## src/rtl/vending_machine_param.sv

```systemverilog
// Parameterized soda vending machine.
// Coins add credit in nickel units. Reaching PRICE dispenses one soda.
// Any remaining credit is then returned greedily, one coin per cycle.
// Every output is a registered Moore output of the next state and credit,
// so no output depends combinationally on the current inputs.
module vending_machine_param #(
    parameter int PRICE    = 4,
    parameter int CREDIT_W = 6
) (
    input  logic                clk_i,
    input  logic                rst_ni,
    input  logic                nickel_i,
    input  logic                dime_i,
    input  logic                quarter_i,
    input  logic                cancel_i,
    output logic                soda_o,
    output logic                chg_nickel_o,
    output logic                chg_dime_o,
    output logic                chg_quarter_o,
    output logic [CREDIT_W-1:0] credit_o,
    output logic                busy_o,
    output logic                coin_reject_o
);

    typedef enum logic [1:0] {
        COLLECT = 2'd0,
        VEND    = 2'd1,
        CHANGE  = 2'd2,
        REFUND  = 2'd3
    } state_e;

    localparam logic [CREDIT_W-1:0] PRICE_C = CREDIT_W'(PRICE);
    localparam logic [CREDIT_W-1:0] ZERO_C  = '0;
    localparam logic [CREDIT_W-1:0] ONE_C   = CREDIT_W'(1);
    localparam logic [CREDIT_W-1:0] TWO_C   = CREDIT_W'(2);
    localparam logic [CREDIT_W-1:0] FIVE_C  = CREDIT_W'(5);

    state_e              state_q, state_d;
    logic [CREDIT_W-1:0] credit_q, credit_d;
    logic                soda_q, soda_d;
    logic                chg_nickel_q, chg_nickel_d;
    logic                chg_dime_q, chg_dime_d;
    logic                chg_quarter_q, chg_quarter_d;
    logic                busy_q, busy_d;
    logic                coin_reject_q, coin_reject_d;

    logic                coin_any;
    logic                coin_onehot;
    logic [CREDIT_W-1:0] coin_val;
    logic [CREDIT_W-1:0] eject_val;

    // Decode the coin inputs; a coin counts only when exactly one line is high.
    always_comb begin
        coin_any    = nickel_i | dime_i | quarter_i;
        coin_onehot = (nickel_i ^ dime_i ^ quarter_i) & ~(nickel_i & dime_i & quarter_i);
        coin_val    = ZERO_C;
        if (nickel_i)       coin_val = ONE_C;
        else if (dime_i)    coin_val = TWO_C;
        else if (quarter_i) coin_val = FIVE_C;
    end

    // Pick the largest coin that fits the current credit for change and refund.
    always_comb begin
        if (credit_q >= FIVE_C)     eject_val = FIVE_C;
        else if (credit_q >= TWO_C) eject_val = TWO_C;
        else                        eject_val = ONE_C;
    end

    // Compute the next state and credit, then derive the next output values.
    always_comb begin
        state_d       = state_q;
        credit_d      = credit_q;
        coin_reject_d = 1'b0;

        case (state_q)
            COLLECT: begin
                if (cancel_i) begin
                    // Cancel takes priority over any coin sampled in the same cycle.
                    coin_reject_d = coin_any;
                    if (credit_q != ZERO_C) state_d = REFUND;
                end else if (coin_onehot) begin
                    // Credit before the add is at most PRICE-1, so the sum is at
                    // most PRICE+4 and cannot wrap.
                    credit_d = credit_q + coin_val;
                    if (credit_d >= PRICE_C) state_d = VEND;
                end else begin
                    coin_reject_d = coin_any;
                end
            end
            VEND: begin
                coin_reject_d = coin_any;
                credit_d      = credit_q - PRICE_C;
                state_d       = (credit_d != ZERO_C) ? CHANGE : COLLECT;
            end
            CHANGE, REFUND: begin
                coin_reject_d = coin_any;
                if (credit_q == ZERO_C) begin
                    state_d = COLLECT;
                end else begin
                    credit_d = credit_q - eject_val;
                    if (credit_d == ZERO_C) state_d = COLLECT;
                end
            end
            default: begin
                state_d  = COLLECT;
                credit_d = ZERO_C;
            end
        endcase

        // Outputs are Moore functions of the upcoming state and credit, registered.
        soda_d        = (state_d == VEND);
        busy_d        = (state_d != COLLECT);
        chg_quarter_d = 1'b0;
        chg_dime_d    = 1'b0;
        chg_nickel_d  = 1'b0;
        if ((state_d == CHANGE || state_d == REFUND) && credit_d != ZERO_C) begin
            if (credit_d >= FIVE_C)     chg_quarter_d = 1'b1;
            else if (credit_d >= TWO_C) chg_dime_d    = 1'b1;
            else                        chg_nickel_d  = 1'b1;
        end
    end

    // State, credit and output registers, with a synchronous active-low reset.
    always_ff @(posedge clk_i) begin
        if (!rst_ni) begin
            state_q       <= COLLECT;
            credit_q      <= ZERO_C;
            soda_q        <= 1'b0;
            chg_nickel_q  <= 1'b0;
            chg_dime_q    <= 1'b0;
            chg_quarter_q <= 1'b0;
            busy_q        <= 1'b0;
            coin_reject_q <= 1'b0;
        end else begin
            state_q       <= state_d;
            credit_q      <= credit_d;
            soda_q        <= soda_d;
            chg_nickel_q  <= chg_nickel_d;
            chg_dime_q    <= chg_dime_d;
            chg_quarter_q <= chg_quarter_d;
            busy_q        <= busy_d;
            coin_reject_q <= coin_reject_d;
        end
    end

    assign soda_o        = soda_q;
    assign chg_nickel_o  = chg_nickel_q;
    assign chg_dime_o    = chg_dime_q;
    assign chg_quarter_o = chg_quarter_q;
    assign credit_o      = credit_q;
    assign busy_o        = busy_q;
    assign coin_reject_o = coin_reject_q;

endmodule

```

## config.mk

```make
export PLATFORM = sky130hd
export DESIGN_NAME = vending_machine_param
export DESIGN_NICKNAME = d
export VERILOG_FILES = /design/src/rtl/vending_machine_param.sv
export SDC_FILE = /design/constraint.sdc
export NUM_CORES = 1
export LEC_CHECK = 0
export CAP_MARGIN = 0
export CORE_MARGIN = 4
export CORE_UTILIZATION = 42
export DETAILED_ROUTE_END_ITERATION = 10
export GPL_ROUTABILITY_DRIVEN = 0
export GPL_TIMING_DRIVEN = 0
export PLACE_DENSITY = 0.66
export SLEW_MARGIN = 25
export SYNTH_ARGS = -nofsm -noshare
export SYNTH_HDL_FRONTEND = slang
export SYNTH_SLANG_ARGS = --single-unit
```

## constraint.sdc

```tcl
create_clock -name clk_i -period 2.9 [get_ports clk_i]
set_clock_uncertainty 0.1 [all_clocks]
set_input_delay 0.29 -clock clk_i [delete_from_list [all_inputs] [get_ports clk_i]]
set_output_delay 0.29 -clock clk_i [all_outputs]
set_load 0.005 [all_outputs]
```

; ---- After elaboration in Yosys (flattened, before gate mapping)
; Index checks and enable logic that the tools add are counted.
[word_totals]
wordCells = 68
register_bits = 14
output_inout_bits = 12
[classes]
n_addsub = 3
bitwise = 10
magnitude_cmp = 5
n_eq_ne = 6
mux = 23
reduce_logical = 13
[op_table]
columns = operator, n
row1 = >= comparator 6 x 3 -> 1 bit (second input constant), 3
row2 = 2-to-1 mux 6 bit, 3
row3 = one-hot mux 6 bit (3 select lines), 1
row4 = nonzero test 6 bit, 3
row5 = 2-to-1 mux 2 bit, 8
row6 = >= comparator 6 x 2 -> 1 bit (second input constant), 2
row7 = zero test 6 bit, 2
row8 = 2-to-1 mux 3 bit, 4
row9 = equality test 2 bit (second input constant), 4
row10 = adder 6 bit, 1
row11 = one-hot mux 2 bit (3 select lines), 1
row12 = OR reduction 3 bit, 2
row13 = subtractor 6 x 3 -> 6 bit (second input constant), 1
row14 = subtractor 6 bit, 1
row15 = 2-to-1 mux 1 bit, 5
row16 = equality test 2 x 1 -> 1 bit (second input constant), 2
row17 = AND 1 bit, 3
row18 = NOT 1 bit, 3
row19 = zero test 2 bit, 1
row20 = OR 1 bit, 2
row21 = one-hot mux 1 bit (2 select lines), 1
row22 = AND reduction 2 bit, 1
row23 = nonzero test 2 bit, 1
row24 = OR reduction 2 bit, 1
row25 = other kinds (3), 4

; ---- Logic depth before layout (Yosys ltp)
[logic_depth]
word_depth = 14
ltp_mapped = 14
ltp_nobuf = 13

; ---- Worst setup path before layout
; OpenSTA, ideal clock, no wires.
[synth_path]
path_kind = register -> register
startpoint = reg credit_q[3] (netlist: credit_o[3])
endpoint = reg chg_quarter_q (netlist: chg_quarter_o)
period_less_slack_ps = 3140
stages_incl_launch_ff = 15
slack_ps = -240
setup_ps = 115
arrival_time_ps = 2925
required_time_ps = 2685
path_cell_list = dfxtp_1 inv_2 clkbuf_1 ha_1 o21ai_0 nand2_1 a21o_1 ha_1 fa_1 nand2b_1 nand2_1 o311ai_1 o22a_1 a2111o_1 o21ba_1
[synth_via]
elab_chain_cells = 12
[synth_lines]
columns = item, line_no
row1 = from (decl), 39  ; logic [CREDIT_W-1:0] credit_q, credit_d;
row2 = from (signal assigned), 136  ; credit_q <= credit_d;
row3 = >= comparator 6 x 2 -> 1 bit, 65  ; else if (credit_q >= TWO_C) eject_val = TWO_C;
row4 = 2-to-1 mux 2 bit, 65
row5 = 2-to-1 mux 3 bit, 64  ; if (credit_q >= FIVE_C) eject_val = FIVE_C;
row6 = subtractor 6 bit, 100  ; credit_d = credit_q - eject_val;
row7 = zero test 6 bit, 101  ; if (credit_d == ZERO_C) state_d = COLLECT;
row8 = 2-to-1 mux 2 bit, 101
row9 = 2-to-1 mux 2 bit, 97  ; if (credit_q == ZERO_C) begin
row10 = one-hot mux 2 bit (3 select lines), 75  ; case (state_q)
row11 = equality test 2 bit, 116  ; if ((state_d == CHANGE || state_d == REFUND) && credit_d != ZERO_C) begin
row12 = logical OR 1 bit, 116
row13 = logical AND 1 bit, 116
row14 = AND reduction 2 bit (no source line), n/a
row15 = to (signal assigned), 140  ; chg_quarter_q <= chg_quarter_d;
row16 = to (decl), 43  ; logic chg_quarter_q, chg_quarter_d;
; Several ways; a longest one is shown, not always the timed one.
; A chain may end at the register's enable or synchronous reset.

; ---- Worst setup path after layout
[layout_path]
startpoint = reg credit_q[2] (netlist: credit_o[2])
endpoint = reg chg_quarter_q (netlist: chg_quarter_o)
; The elaborated chain is that of the path after synthesis.

==> impl_metrics.tcl <==
set metrics [dict create \
    die_w_um 63.93 \
    clock_latency_ps 270 \
    hold_viol 0 \
    fin_cells 245 \
    drive_gt1_share_pct 31.84 \
    power.ir.vdd_worst_v 0.0005299 \
    worst_ep_arrival_time_ps 2980 \
    antenna_found_initial 0 \
    rsz0062_at_grt "yes" \
    antenna_cells 0 \
    clockBufferDepth 2 \
    seq_area_frac_synth_pct 21.33 \
    synth_cell_types 50 \
    pin_count 18 \
    tightest_slew_ps 466.8 \
    drtIter0Drc 95 \
    ant_nets 0 \
    fillers 266 \
    crit_chain "buf_12 > ha_4 > o21ai_2 > nand2_1 > a21o_1 > ha_4 > fa_2 > nor2b_4 > nor2_2 > o41ai_2 > a31o_1 > a21o_1 > o21ba_1" \
    postPlaceCellArea_sq_um 1555 \
    die_h_um 63.93 \
    cp_max_fo 5 \
    portBuffers 17 \
    vias_per_cell 5.767 \
    period_needed_ps 2909 \
    critPathBufInv 1 \
    required_ps 2970 \
    maxCapViolations 0 \
    cp-end-kind "flop" \
    synth_common_cells "dfxtp_1 (14), inv_1 (13), nand2_1 (13)" \
    cts_root_buf "clkbuf_4" \
    synthMostInstantiatedCell "dfxtp_1" \
    drc 0 \
    h-tree-depth 1 \
    yosys-top-cells-area "dfxtp_1 (21%), ha_1 (11%), fa_1 (4.6%), xnor2_1 (4.0%), a21oi_1 (3.8%)" \
    seq_area_sq_um 294.0 \
    ys.flop_type "dfxtp_1" \
    status "complete, but fails checks" \
    yosys.area.top_type "dfxtp_1" \
    synth_edf_count 0 \
    p_leak_uw 0.0007998 \
    pre_cts_slack_ps -318.0 \
    slew_viol_final 0 \
    path_clk_slew_ps 70 \
    p_per_area_nw_per_um2 1308 \
    netlist_area_sq_um 1314 \
    hpwl_mm 2.737 \
    vias 1413 \
    slowest_delay_ps 380 \
    syn_area_per_cell_sq_um 7.962 \
    grt_first_pass_wirelength_mm 6.555 \
    multi_input_area_sq_um 1146 \
    violations "negative setup slack" \
    synth_seq_cells 14 \
    cts_buffers 3 \
    synthArstFlopShare_pct 0 \
    layout_setup_ws_ps -8.794 \
    grt-ovfl-total 0 \
    tritoncts "built" \
    initial_core_util_pct 43.39 \
    yosysWarnings 0 \
    postSynthNetCount 186 \
    drt_wl_total_mm 3.942 \
    dp.cells 226 \
    max_slew_margin_pct 68.80 \
    post_drt_wl_per_cell_um 16.09 \
    grt_max_degree 19 \
    rows 20 \
    grt_pass1_vias 1423 \
    fmax_mhz 343.8 \
    critPathKind "flop to flop" \
    syn_inst 165 \
    nNetsFinal 223 \
    setup_violations 1 \
    clock-sinks 14 \
    startpoint_type "flop" \
    cp_top_family "compound AO/OA/AOI/OAI gates" \
    crit_path_top_delay_cell "fa_2" \
    min_path_type "input pin to flop" \
    whs_ps 341.1 \
    synth_top_area_share_pct 21.33 \
    holdBufCountCts 0 \
    fin_area_sq_um 1923 \
    grt_usage_pct 19.65 \
    drt_first_pass_iters 4 \
    core_sq_um 3028 \
    die_area_sq_um 4087 \
    fin_setup_tns_ps -8.794 \
    syn_to_final_growth_pct 46.38 \
    finalCritPeriodShare_pct 100.3 \
]
==> layout make-up <==
| type | instances | area share (%) |
|---|---|---|
| multi-input cells | 131 | 59.60 |
| repair buffers | 36 | 17.50 |
| flip-flops and latches | 14 | 15.29 |
| inverters | 14 | 2.993 |
| well taps | 44 | 2.863 |
| clock buffers | 4 | 1.366 |
| plain buffers | 2 | 0.3904 |
==> per-stage QoR <==
stage | util (%) | power, uW
finish | 63.51 | 2515
global route | 63.51 | 2715
CTS | 58.14 | 2217
detailed placement | 51.36 | 1797
global placement | 51.36 | 1768
floorplan | - | 1395
==> path summary, 6_finish.rpt <==
path | slack [ps] | cells after the start | start | end
setup / recovery | -9 | 13 | credit_o[2] | chg_quarter_o
hold reg to reg | 680 | 3 | state_q[0] | credit_o[3]
hold / removal | 340 | 3 | quarter_i | coin_reject_o
setup reg to reg | -9 | 13 | credit_o[2] | chg_quarter_o
==> cell families (layout without fill, tap and decap cells) <==
logic type | after synthesis | count (layout) | share of synthesized area (%)
AND/OR/NAND/NOR | 60 | 60 | 24.00
AO/OA/AOI/OAI | 48 | 48 | 27.52
buffers and inverters | 20 | 56 | 5.714
adder cells (fa/ha/maj) | 15 | 15 | 16.00
flip-flops | 14 | 14 | 21.33
XOR/XNOR | 7 | 7 | 4.667
multiplexers | 1 | 1 | 0.7619
==> sequential cells by signal, summed over array words and instances (netlist names) <==
name and flops:
coin_reject_o 1, chg_dime_o 1, chg_nickel_o 1, state_q 2, credit_o 6, soda_o 1, busy_o 1, chg_quarter_o 1
==> worst reg2reg max path, cell delays in order, from the launching register on <==
cell and delay (ps):
dfxtp_4 360, buf_12 130, ha_4 150, o21ai_2 40, nand2_1 80, a21o_1 220, ha_4 180, fa_2 380
nor2b_4 180, nor2_2 50, o41ai_2 330, a31o_1 230, a21o_1 210, o21ba_1 170
==> layer usage <==
metal,global-route usage (%),vias up,part of all wire [%]
li1,-,679,-
met1,25.78,689,44
met2,34.45,38,51
met3,1.757,7,3.7
met4,4.582,0,1.3
met5,0,-,0
==> layout by cell type, fill, tap and decap left out, drive strengths merged, types with 3 or more instances in the layout <==
cell,count
buf,19
clkdlybuf4s50,14
inv,14
dfxtp,14
nand2,13
nor2,12
ha,12
a21oi,10
nor3,7
xnor2,6
clkbuf,6
o21ai,5
nand3,4
nor2b,4
a2111oi,3
and2,3
or2,3
dlymetal6s2s,3
nand2b,3
fa,3
==> report_power, final <==
group | leakage (uW) | switching, uW | internal (uW)
Sequential | 0.000118 | 139 | 273
Clock | 0.0000150 | 55.6 | 53.3
Combinational | 0.000667 | 991 | 1000
==> repair_timing <==
item	in CTS	in global routing
setup endpoints to repair	6	6
pin swaps	13	17
gates resized for setup	21	34
cloned	0	0
buffers inserted	11	8
Power figures use the tool's default switching activity.
